**config.mk**
```make
export PLATFORM = sky130hd
export DESIGN_NAME = aes_sbox_array
export DESIGN_NICKNAME = d
export VERILOG_FILES = /design/src/rtl/aes_sbox_array.sv
export SDC_FILE = /design/constraint.sdc
export NUM_CORES = 2
export LEC_CHECK = 0
export BUFFER_PORTS_ARGS = -buffer_cell sky130_fd_sc_hd__buf_2
export CORE_MARGIN = 2
export CORE_UTILIZATION = 29
export DETAILED_ROUTE_END_ITERATION = 6
export PLACE_DENSITY_LB_ADDON = 0.1
export SYNTH_ARGS = -nofsm -noshare
export SYNTH_HDL_FRONTEND = slang
export SYNTH_HIERARCHICAL = 1
export SYNTH_SLANG_ARGS = --single-unit
export TNS_END_PERCENT = 100
```
**constraint.sdc**
```tcl
create_clock -name clk -period 32.6 [get_ports clk]
set_clock_uncertainty 0.2 [all_clocks]
set_input_delay 4.89 -clock clk [delete_from_list [all_inputs] [get_ports clk]]
set_output_delay 4.89 -clock clk [all_outputs]
set_load 0.02 [all_outputs]
```
**src/rtl/aes_sbox_array.sv**
```systemverilog
// rtl/aes_sbox_array.sv - pipelined forward/inverse AES S-box array with valid/ready handshake
// Each lane computes the S-box from GF(2^8) inversion plus the affine map; no lookup ROM.

module aes_sbox_lane (
    input  logic       inv_i,
    input  logic [7:0] data_i,
    output logic [7:0] data_o
);

    // Multiplication modulo the AES polynomial x^8 + x^4 + x^3 + x + 1.
    function automatic logic [7:0] gf_mul(input logic [7:0] a, input logic [7:0] b);
        logic [7:0] p;
        logic [7:0] t;
        p = 8'h00;
        t = a;
        for (int i = 0; i < 8; i++) begin
            if (b[i]) begin
                p = p ^ t;
            end
            t = {t[6:0], 1'b0} ^ (t[7] ? 8'h1B : 8'h00);
        end
        return p;
    endfunction

    // a^254 == a^-1 for nonzero a, and maps 0 to 0 as the S-box requires.
    function automatic logic [7:0] gf_inv(input logic [7:0] a);
        logic [7:0] p;
        logic [7:0] r;
        p = gf_mul(a, a);
        r = p;
        for (int k = 2; k < 8; k++) begin
            p = gf_mul(p, p);
            r = gf_mul(r, p);
        end
        return r;
    endfunction

    function automatic logic [7:0] affine(input logic [7:0] a);
        return a ^ {a[6:0], a[7]} ^ {a[5:0], a[7:6]} ^ {a[4:0], a[7:5]} ^ {a[3:0], a[7:4]} ^ 8'h63;
    endfunction

    function automatic logic [7:0] inv_affine(input logic [7:0] a);
        return {a[6:0], a[7]} ^ {a[4:0], a[7:5]} ^ {a[1:0], a[7:2]} ^ 8'h05;
    endfunction

    logic [7:0] pre;
    logic [7:0] mid;

    // One shared inverter per lane: the direction only moves the affine step.
    always_comb begin
        pre    = inv_i ? inv_affine(data_i) : data_i;
        mid    = gf_inv(pre);
        data_o = inv_i ? mid : affine(mid);
    end

endmodule

module aes_sbox_array #(
    parameter int LANES = 4,
    parameter int PIPE  = 1
) (
    input  logic               clk,
    input  logic               rst,
    input  logic               in_valid,
    output logic               in_ready,
    input  logic               in_mode,
    input  logic [8*LANES-1:0] in_data,
    output logic               out_valid,
    input  logic               out_ready,
    output logic               out_mode,
    output logic [8*LANES-1:0] out_data,
    output logic               busy
);

    localparam int W = 8 * LANES;

    logic         sub_v;
    logic         sub_mode;
    logic [W-1:0] sub_data;
    logic [W-1:0] sub_res;
    logic         stage_busy;
    logic         adv_last;

    logic         out_v_q, out_v_d;
    logic         out_mode_q, out_mode_d;
    logic [W-1:0] out_data_q, out_data_d;

    assign adv_last = !out_v_q || out_ready;

    generate
        if (PIPE == 2) begin : g_pipe2
            logic         s0_v_q, s0_v_d;
            logic         s0_mode_q, s0_mode_d;
            logic [W-1:0] s0_data_q, s0_data_d;
            logic         adv0;

            always_comb begin
                adv0      = !s0_v_q || adv_last;
                s0_v_d    = s0_v_q;
                s0_mode_d = s0_mode_q;
                s0_data_d = s0_data_q;
                if (adv0) begin
                    s0_v_d = in_valid;
                    // Idle input leaves the payload registers untouched.
                    if (in_valid) begin
                        s0_mode_d = in_mode;
                        s0_data_d = in_data;
                    end
                end
            end

            always_ff @(posedge clk) begin
                if (rst) begin
                    s0_v_q    <= 1'b0;
                    s0_mode_q <= 1'b0;
                    s0_data_q <= '0;
                end else begin
                    s0_v_q    <= s0_v_d;
                    s0_mode_q <= s0_mode_d;
                    s0_data_q <= s0_data_d;
                end
            end

            assign in_ready   = adv0;
            assign sub_v      = s0_v_q;
            assign sub_mode   = s0_mode_q;
            assign sub_data   = s0_data_q;
            assign stage_busy = s0_v_q;
        end else begin : g_pipe1
            assign in_ready   = adv_last;
            assign sub_v      = in_valid;
            assign sub_mode   = in_mode;
            assign sub_data   = in_data;
            assign stage_busy = 1'b0;
        end
    endgenerate

    generate
        for (genvar i = 0; i < LANES; i++) begin : g_lane
            aes_sbox_lane u_lane (
                .inv_i  (sub_mode),
                .data_i (sub_data[8*i +: 8]),
                .data_o (sub_res[8*i +: 8])
            );
        end
    endgenerate

    always_comb begin
        out_v_d    = out_v_q;
        out_mode_d = out_mode_q;
        out_data_d = out_data_q;
        if (adv_last) begin
            out_v_d = sub_v;
            if (sub_v) begin
                out_mode_d = sub_mode;
                out_data_d = sub_res;
            end
        end
    end

    always_ff @(posedge clk) begin
        if (rst) begin
            out_v_q    <= 1'b0;
            out_mode_q <= 1'b0;
            out_data_q <= '0;
        end else begin
            out_v_q    <= out_v_d;
            out_mode_q <= out_mode_d;
            out_data_q <= out_data_d;
        end
    end

    assign out_valid = out_v_q;
    assign out_mode  = out_mode_q;
    assign out_data  = out_data_q;
    assign busy      = out_v_q || stage_busy;

endmodule

```
**Word-level counts from Yosys, hierarchy flattened**

Cells that the tools add are included.

- Flip-flop bits (word level): 34
- Bits in latches: 0
- Memory bits (writable): 0
- Bits in read-only memories: 0
- Input bits: 37
- Output and inout port bits: 36
- Word-level logic and storage cells: 1498
- Memories kept: 0

- Add/subtract/negate cells: 0
- Multiply operators: 0
- Div/mod/pow operators: 0
- Magnitude comparators: 0
- Equal/unequal tests: 0
- Shift operators: 0
- Muxes and demuxes: 760
- Bitwise gates (word level): 732
- Reductions and logical operators: 3

Operator list:

| operator | count |
|---|---|
| bitwise XOR 8 bit | 724 |
| 2-to-1 mux 8 bit | 424 |
| 2-to-1 mux 5 bit | 336 |
| NOT 4 bit | 4 |
| NOT 2 bit | 4 |
| AND reduction 2 bit | 1 |
| logical NOT 1 bit | 1 |
| logical OR 1 bit | 1 |

**Depth between registers and ports, before layout**

- Depth after elaboration: 137
- Depth in mapped cells: 74
- Gate-level depth less buffers: 62

**By module**

The synthesis kept the hierarchy.

By module, submodules not included:

| module | instances | cells an instance | area an instance (um2) | seq. area each (um2) |
|---|---|---|---|---|
| aes_sbox_lane | 4 | 2125 | 16313.1 | 0.0 |
| aes_sbox_array | 1 | 156 | 1629.1 | 680.7 |

**Worst setup path after synthesis**

No wires, ideal clock.

- Path type: input-to-reg
- From: in in_data[17]
- To: reg out_data_q[22] (netlist: out_data[22])
- Library setup time: 66 ps
- Data arrival time: 21325 ps
- Data required time: 32334 ps
- Path slack: 11009 ps
- Stages: 70
- Buffers on the path: 8
- Path through: buf_4 -> xor3_1 -> a21oi_4 -> inv_2 -> buf_6 -> ha_1 -> or4b_1 -> mux2i_1 -> a311oi_1 -> xnor2_1 -> xnor2_2 -> inv_1 -> clkbuf_1 -> clkbuf_1 -> ha_1 -> clkbuf_1 -> mux2i_1 -> xnor2_1 -> [34 not listed] -> mux2i_1 -> a22oi_1 -> xnor3_2 -> xnor2_4 -> xnor2_4 -> xnor3_2 -> xnor2_2 -> xnor2_1 -> nor2_1 -> mux2i_1 -> xnor3_1 -> xnor2_1 -> xnor2_2 -> xnor3_1 -> nor2_1 -> xnor2_1 -> nand3_1 -> a21oi_2

- Word-level cells in the longest chain between the ends: 132
- Elaborated cells on any way between the ends: 371
- Classes of those cells: mux: 188; bitwise: 183

Ends and longest elaborated chain:

| element | line | source |
|---|---|---|
| start: declaration | 67 | `input logic [8*LANES-1:0] in_data,` |
| bitwise XOR 8 bit | 43 | `return {a[6:0], a[7]} ^ {a[4:0], a[7:5]} ^ {a[1:0], a[7:2]} ^ 8'h05;` |
| 2-to-1 mux 8 bit (*) | 51 | `pre = inv_i ? inv_affine(data_i) : data_i;` |
| 2-to-1 mux 5 bit | 20 | `t = {t[6:0], 1'b0} ^ (t[7] ? 8'h1B : 8'h00);` |
| bitwise XOR 8 bit | 20 |  |
| bitwise XOR 8 bit | 18 | `p = p ^ t;` |
| 2-to-1 mux 8 bit | 17 | `if (b[i]) begin` |
| bitwise XOR 8 bit | 18 |  |
| 2-to-1 mux 8 bit | 17 |  |
| [114 not listed] | -- |  |
| bitwise XOR 8 bit | 18 |  |
| 2-to-1 mux 8 bit | 17 |  |
| bitwise XOR 8 bit | 18 |  |
| 2-to-1 mux 8 bit (*) | 17 |  |
| bitwise XOR 8 bit (4 in a row) | 39 | `return a ^ {a[6:0], a[7]} ^ {a[5:0], a[7:6]} ^ {a[4:0], a[7:5]} ^ {a[3:0], a[7:4]} ^ 8'h63;` |
| NOT 4 bit (no source line) | -- |  |
| 2-to-1 mux 8 bit (*) | 53 | `data_o = inv_i ? mid : affine(mid);` |
| via sub_res[22] | 80 | `logic [W-1:0] sub_res;` |
| end signal: assignment | 169 | `out_data_q <= out_data_d;` |
| end: declaration | 86 | `logic [W-1:0] out_data_q, out_data_d;` |

The timed path passes the listed nets; every way through them passes the cells marked *.
A chain may end at the register's enable or synchronous reset.

**Final worst setup path**

Same ends and word-level chain as after synthesis.

==> metrics.yaml <==
ctsHoldBuffers: 0
fin_ws_ns: 7.79
reg2reg_to: "out_data[30]$_SDFFE_PP0P_"
fp.dieH_um: 484
endpoint_kind: "flop"
report.final.slew_viol_count: 0
port_buffers: 72
place_ws_ns: 7.42
synthFlopType: "dfxtp_1"
async_flop_share: 0
fin_tns_setup_ns: 0
grt_pass1_vias: 59600
rows: 176
rsz0062_at_grt: "no"
critical_path.slowest_cell: "xor3_1"
synth_warnings: 6
synth.most_common_cell: "xnor2_1"
synth_edf_count: 0
clk_pin_slew_ns: 0.06
reg2reg_depth: 3
area_delta_synth_final_pct: 6.00
crit_path_frequent_cell: "xnor2_1"
postSynthCellCount: 8656
tritoncts: "built"
r2r_start: "busy$_SDFFE_PP0P_"
finalCritPeriodShare: 0.761
cp.required_ns: 32.62
synth.area.top_cells: "xnor2_1 (17%), xnor3_1 (10%), xor2_1 (6.4%), nor2_1 (6.4%), nand2_1 (5.0%)"
place_area_um2: 70700
pin_count: 73
clkLatencyLatePin_ns: 0.29
ys_types: 114
final_hold_viol_count: 0
seq_area_um2: 681
cts_resized: 0
grt_overflow: 0
ff2ff_setup_slack_ns: 31.01
dr.pass1.iters: 7
hp-start: "out_data[26]$_SDFFE_PP0P_"
track_usage: 0.185
fill_cells: 24500
tightest_slew_ns: 1.24
num_vias: 61000
setup_violations: 0
ys_ff_latch: 34
violations: "DRC"
dp_hpwl_um: 167000
relSlewSlack: 0.167
multi_input_area_um2: 63400
yosysSeqAreaShare: 0.0102
synth_top_cell_area_share: 0.174
yosysTopAreaCell: "xnor2_1"
wl_per_cell_um: 19.9
dieWidth_um: 484
grt_max_degree: 69
clock-sinks: 34
slowest_delay_ns: 0.84
status: "finished with violations"
vias_per_cell: 5.34
final_area_um2: 70900
hold_class: "reg -> reg"
holdPathStages: 2
drtIter0Drc: 4243
finalNetCount: 8457
gp_congestion: 0.840
cts-root-buf: "clkbuf_16"
path_class: "in -> reg"
clock_path_buffers: 2
final_util: 0.309
whs_endpoint: "out_data[26]$_SDFFE_PP0P_"
fmax_mhz: 40.3
grt_pass1_wl_um: 359000
cts-buffers-inserted: 5
initial_utilization: 0.291
drc: 1
cap_violations: 0
synth_common_cells: "xnor2_1 (1332), nor2_1 (1132), nand2_1 (884)"
core-area_um2: 230000
netlist_area_um2: 66900
postCtsSetupRepairBufs: 0
critPathMaxFanout: 28
syn_area_per_cell_um2: 7.73
drt-total-wl_um: 227000
antenna_found_initial: 9
htreeDepth: 2
worstPathArrival_ns: 24.83
cp-start-kind: "input port"
drive_gt1_frac: 0.119
synth_nets: 8721
period_minus_slack_ns: 24.81
ant_nets: 0
die-area_um2: 234000
-- metal layers --
layer	track usage	up-vias	wire length, um
met4	0.0249	0	3040
met1	0.261	29700	109000
met3	0.00374	155	5490
met5	0	-	0
li1	-	30100	-
met2	0.323	1130	109000
-- worst max-delay path: cells and delay by family --
| kind | cells | cell delay, ns |
|---|---|---|
| AO/OA/AOI/OAI | 19 | 5.51 |
| XOR/XNOR | 16 | 5.42 |
| AND/OR/NAND/NOR | 12 | 3.31 |
| buffers and inverters | 8 | 2.41 |
| adder cells (fa/ha/maj) | 4 | 1.88 |
| multiplexers | 5 | 1.30 |
-- cells in the final DEF, fill, tap and decap left out, types with 60 or more instances in the layout --
master and n:
a21oi_1 441, xnor2_4 60, xnor2_1 1294, xor3_1 100, xnor3_1 299, xor2_1 468
nor2_1 1132, nor3_1 236, o21ai_0 212, a211oi_1 80, buf_2 71, nand3_1 217
a22oi_1 76, o211ai_1 68, o31ai_1 80, o22ai_1 120, nand2_1 884, buf_4 277
mux2_2 72, xnor2_2 190, a31oi_1 88, and2_1 108, nor4_1 64, inv_1 73
nand2b_1 84, mux2i_1 272
-- kinds of logic after synthesis --
logic type	Yosys count	synth area share
compound gates	1891	0.202
xor+xnor	2508	0.460
fa+ha+maj	28	0.00524
buf+inv	709	0.0483
flops	34	0.0102
mux	392	0.0638
simple gates	3094	0.211
-- registers in the layout, summed over array words and instances, names as in the netlist --
register  cells
out_data     32
busy          1
out_mode      1
-- stage by stage --
stage	hold WS, ns	instances
finish	0.376	11400
detailed placement	0.370	11400
global placement	0.368	11400
global route	0.403	11400
CTS	0.380	11400
floorplan	0.456	8656
-- how the worst max path moves through the flow --
stage | start | end | slack, ns
6_report | in_data[17] | out_data[22]$_SDFFE_PP0P_ | 7.79
5_1_grt | in_data[17] | out_data[16]$_SDFFE_PP0P_ | 6.22
4_1_cts | in_data[17] | out_data[22]$_SDFFE_PP0P_ | 7.65
3_5_place_dp | in_data[17] | out_data[22]$_SDFFE_PP0P_ | 7.42
3_3_place_gp | in_data[17] | out_data[22]$_SDFFE_PP0P_ | 7.46
2_1_floorplan | in_data[17] | out_data[22]$_SDFFE_PP0P_ | 11.01
-- final cells by class --
type | count | area share
Antenna cell | 1 | 0.0000353
Timing Repair Buffer | 349 | 0.0345
Sequential cell | 34 | 0.00960
Tap cell | 3026 | 0.0534
Multi-Input combinational cell | 7913 | 0.895
Inverter | 89 | 0.00471
Clock buffer | 5 | 0.00176
Clock inverter | 3 | 0.000971
Power is left out: the tool's default activity adds up to more than one toggle a clock period on the data nets, which glitch-free logic cannot reach.
